[config.mk]
export PLATFORM = sky130hd
export DESIGN_NAME = adder_pipe
export DESIGN_NICKNAME = d
export VERILOG_FILES = /design/src/rtl/adder_pipe.sv
export SDC_FILE = /design/constraint.sdc
export NUM_CORES = 1
export LEC_CHECK = 0
export CAP_MARGIN = 10
export CORE_MARGIN = 1.5
export CORE_UTILIZATION = 25
export DETAILED_ROUTE_END_ITERATION = 10
export PLACE_DENSITY = 0.54
export SYNTH_ARGS = -nofsm -noshare
export SYNTH_HDL_FRONTEND = slang
export SYNTH_SLANG_ARGS = --single-unit
[constraint.sdc]
create_clock -name clk -period 4.35 [get_ports clk]
set_clock_uncertainty 0.2 [all_clocks]
set_input_delay 1.0875 -clock clk [delete_from_list [all_inputs] [get_ports clk]]
set_output_delay 1.0875 -clock clk [all_outputs]
set_load 0.05 [all_outputs]
[src/rtl/adder_pipe.sv]
// Pipelined add/sub/accumulate unit: result appears LATENCY-1 edges after the accepting edge.
// Whole-pipe stall: shifts only when the output slot is empty or being consumed; in_ready = advance.
module adder_pipe #(
  parameter int WIDTH   = 8,
  parameter int LATENCY = 2
) (
  input  logic             clk,
  input  logic             rst,
  input  logic             in_valid,
  output logic             in_ready,
  input  logic [WIDTH-1:0] in1,
  input  logic [WIDTH-1:0] in2,
  input  logic [1:0]       mode,
  output logic [WIDTH:0]   out,
  output logic             out_valid,
  input  logic             out_ready,
  output logic             acc_ovf
);

  localparam logic [1:0] MODE_ADD = 2'b00;
  localparam logic [1:0] MODE_SUB = 2'b01;
  localparam logic [1:0] MODE_ACC = 2'b10;
  localparam logic [1:0] MODE_CLR = 2'b11;

  logic             advance;
  logic             accept;
  logic [WIDTH:0]   acc;
  logic [WIDTH:0]   acc_nxt;
  logic             ovf_nxt;
  logic [WIDTH+1:0] acc_sum;
  logic [WIDTH:0]   res;

  logic [WIDTH:0]     stg_dat [LATENCY];
  logic [LATENCY-1:0] stg_vld;

  assign advance  = !out_valid || out_ready;
  assign in_ready = advance;
  assign accept   = in_valid && advance;

  // One extra bit above the accumulator width captures the wrap for the sticky flag.
  assign acc_sum = {1'b0, acc} + {2'b00, in1};

  always_comb begin
    res     = '0;
    acc_nxt = acc;
    ovf_nxt = acc_ovf;
    case (mode)
      MODE_ADD: res = {1'b0, in1} + {1'b0, in2};
      MODE_SUB: res = {1'b0, in1} - {1'b0, in2};
      MODE_ACC: begin
        res     = acc_sum[WIDTH:0];
        acc_nxt = acc_sum[WIDTH:0];
        if (acc_sum[WIDTH+1]) ovf_nxt = 1'b1;
      end
      MODE_CLR: begin
        res     = '0;
        acc_nxt = '0;
        ovf_nxt = 1'b0;
      end
      default: res = '0;
    endcase
  end

  // Accumulator moves only on the accepting edge, so chained ACC beats see the prior result.
  always_ff @(posedge clk or negedge rst) begin
    if (!rst) begin
      acc     <= '0;
      acc_ovf <= 1'b0;
    end else if (accept) begin
      acc     <= acc_nxt;
      acc_ovf <= ovf_nxt;
    end
  end

  // Data registers load only behind a valid beat, so an emptied output keeps its last value.
  always_ff @(posedge clk or negedge rst) begin
    if (!rst) begin
      stg_vld <= '0;
      for (int i = 0; i < LATENCY; i++) stg_dat[i] <= '0;
    end else if (advance) begin
      stg_vld[0] <= in_valid;
      if (in_valid) stg_dat[0] <= res;
      for (int i = 1; i < LATENCY; i++) begin
        stg_vld[i] <= stg_vld[i-1];
        if (stg_vld[i-1]) stg_dat[i] <= stg_dat[i-1];
      end
    end
  end

  assign out       = stg_dat[LATENCY-1];
  assign out_valid = stg_vld[LATENCY-1];

endmodule
==> summary.txt <==
Worst max-slew margin expressed relative to the limit: 64.0%
Finished layout cell area: 0.00252 sq mm
Width of the die: 92.7 um
Element type at the critical path start: input port
Final core utilization: 32.4%
Iteration-0 DRC Markers: 79
Number of routed nets with antenna violations: 0
Final max-slew violation count: 0
Layout Area Growth over Synthesis: 25.1%
Count of state elements after synthesis: 30
Post-layout worst setup margin: 483 ps
Critical Path End Type: primary output
Data required time at the worst endpoint: 3060 ps
Total gr overflow: 0
Number of setup violations in the final report: 0
Number of flops mapped to enable cells by yosys: 0
Final min period: 3870 ps
Clock sink count: 30
Die ar.: 0.00860 sq mm
Net Sw Frac: 40.3%
Cell Pwr Density: 524 mW/mm^2
Global-route wire length before repair: 7560 um
Vias in the first global route: 1550
Final sum of negative setup slack: 0 ps
Core region area: 0.00777 sq mm
DRC violation count after routing: 0
Top-level I/O count: 34
Nets@finish: 282
Unrepaired setup endpoints after global routing: no
H-Tree Depth: 2
Initial core utilization: 25.9%
Clock transition at the register clock pins on the worst setup and hold paths after CTS: 60 ps
Avg WL per Cell: 13.0 um
Class of the tightest hold or removal check: flop to flop
Internal power of the cells: 0.000787 W
Number of cells produced by synthesis: 209
Net Sw Power: 0.000532 W
Register-to-register setup slack: 1880 ps
CTS tree: done
Post-CTS setup buffers: 0
Pin count of the biggest net entering global routing: 31
Number of iterations in the first detailed-routing pass: 4
Slew at the pin with the worst max-slew slack: 539 ps
Sequential group share of total power: 33.1%
Final critical-path share of the clock period: 88.9%
CTS buffer count: 5
Post-synthesis net count: 250
Post-detailed-routing wire length: 4460 um
Max Buffers Root-to-Sink: 2
Power share of the clock group: 17.2%
Crit path arrival time: 2580 ps
Most area-hungry cell type in the Yosys netlist: dfrtp_1
Diodes inserted: 0
Fmax: 259 MHz
Static Leakage: 1.15 nW
Run status: finished, final reports clean
FP Rows: 32
Gate power share: 49.7%
Proportion of layout cells with a drive suffix above 1: 9.92%
Worst Path Max Fanout: 6
Synth cell count leaders: 30 x dfrtp_1, 21 x nand2_1, 17 x ha_1, 15 x o21ai_0, 14 x nor2_1
Average cell area after synthesis: 9.63 sq um
Final hold vios: 0
Critical path class: input port to primary output
Leading cell type by number of instances after synthesis: dfrtp_1
Global placement routability congestion: 0.788
Port Buffer Count: 33
Vias per std cell: 4.57
Primary FF master, synth: dfrtp_1
Die outline height: 92.7 um
Synthesis Warnings: 0
Fraction of synthesis flops using an asynchronous set or reset pin: 100%
Top cells by area, synth: dfrtp_1 37%, ha_1 11%, mux2_2 6.2%
Placed Area: 0.00242 sq mm
Total via count after detailed routing: 1571
Share of Yosys cell area claimed by the top area cell type: 37.3%
Cells resized by post-CTS repair: 0
Post-synthesis sequential area ratio: 37.3%
Maximum vdd drop: 145 uV
Count of distinct cell types in the synthesized netlist: 33
Post-synth design cell area: 0.00201 sq mm
Total GRT Usage: 11.4%
Antenna violations before repair: 0
Root Driver: clkbuf_8
Maxcap violations: 0
Filler Cells Inserted: 829
Hold-fix buffers at CTS: 0
Clock latency of the later-clocked register in the worst-skew pair: 280 ps
Hpwl dp: 3540 um
Worst slack after detailed placement: 325 ps
==> flip-flops by register name, indices dropped and copies added, names as in the netlist <==
register	flops
acc	9
acc_ovf	1
stg_dat	9
out	9
stg_vld	2
==> layout by cell type, fill, tap and decap left out, drive strengths merged <==
| cell type | count |
|---|---|
| xor2 | 6 |
| ha | 17 |
| o211ai | 1 |
| fa | 2 |
| a41oi | 1 |
| clkinv | 1 |
| a21o | 8 |
| nor3b | 1 |
| a22o | 1 |
| nor3 | 9 |
| o21ai | 15 |
| a221o | 3 |
| a21oi | 8 |
| clkbuf | 7 |
| mux2i | 1 |
| a211oi | 4 |
| o311ai | 2 |
| a31oi | 6 |
| o21a | 1 |
| dfrtp | 30 |
| clkdlybuf4s50 | 33 |
| inv | 10 |
| a211o | 1 |
| o41a | 1 |
| xnor2 | 12 |
| nand3 | 1 |
| nor4 | 1 |
| nand2b | 4 |
| mux2 | 11 |
| nand2 | 21 |
| nor2 | 14 |
| nor2b | 1 |
| buf | 5 |
| o21bai | 3 |
==> final cells by class <==
cell class | count | area, sq um | area share [%]
inverter | 10 | 37.5 | 1.49
tap | 102 | 128 | 5.07
multi-input combinational | 156 | 1140 | 45.4
sequential | 30 | 751 | 29.8
clock inverter | 1 | 5.00 | 0.199
clock buffer | 7 | 86.3 | 3.43
timing repair buffer | 38 | 368 | 14.6
==> metrics by stage <==
| step | total power, W | cells | hold WS (ps) |
|---|---|---|---|
| floorplan | 0.000959 | 209 | 236 |
| global placement | 0.00109 | 336 | 249 |
| detailed placement | 0.00109 | 336 | 256 |
| CTS | 0.00133 | 344 | 274 |
| global route | 0.00142 | 344 | 300 |
| finish | 0.00132 | 344 | 270 |
==> cells by family (layout without fill, tap and decap cells) <==
group	Yosys count	in the layout	synth area share, %
compound gates	55	55	18.4
simple gates	52	52	11.3
flops	30	30	37.3
buf+inv	23	56	5.97
fa+ha+maj	19	19	12.6
xor+xnor	18	18	7.84
mux	12	12	6.65
==> layer usage <==
| metal | vias to the layer above | GRT usage [%] | wire length, um |
|---|---|---|---|
| li1 | 798 | - | - |
| met1 | 732 | 16.2 | 2350 |
| met2 | 39 | 17.1 | 1890 |
| met3 | 2 | 1.89 | 192 |
| met4 | 0 | 4.55 | 40 |
| met5 | - | 0 | 0 |
==> worst max-delay path, stage by stage <==
cell,delay [ps]
clkdlybuf4s50_1,440
nand2b_1,210
clkdlybuf4s50_1,840
==> power by group through the flow <==
stage | Combinational (W) | Sequential (W) | Clock [W]
6_report | 0.000656 | 0.000436 | 0.000227
5_1_grt | 0.000717 | 0.000452 | 0.000248
4_1_cts | 0.000659 | 0.000438 | 0.000237
3_5_place_dp | 0.000653 | 0.000441 | 0
3_3_place_gp | 0.000650 | 0.000440 | 0
2_1_floorplan | 0.000529 | 0.000430 | 0
==> worst paths after layout <==
path	startpoint	end	cells after the start
setup / recovery	out_ready	in_ready	3
hold / removal	stg_vld[0]$_DFFE_PN0N_	stg_vld[1]$_DFFE_PN0N_	2
setup reg to reg	acc[0]$_DFFE_PN0P_	stg_dat[17]$_DFFE_PN0P_	8
hold reg to reg	stg_vld[0]$_DFFE_PN0N_	stg_vld[1]$_DFFE_PN0N_	2
max in group asynchronous	rst	stg_dat[15]$_DFFE_PN0P_	2
min in group asynchronous	rst	acc[1]$_DFFE_PN0P_	2
No activity file was read; power rests on OpenSTA's default activity.
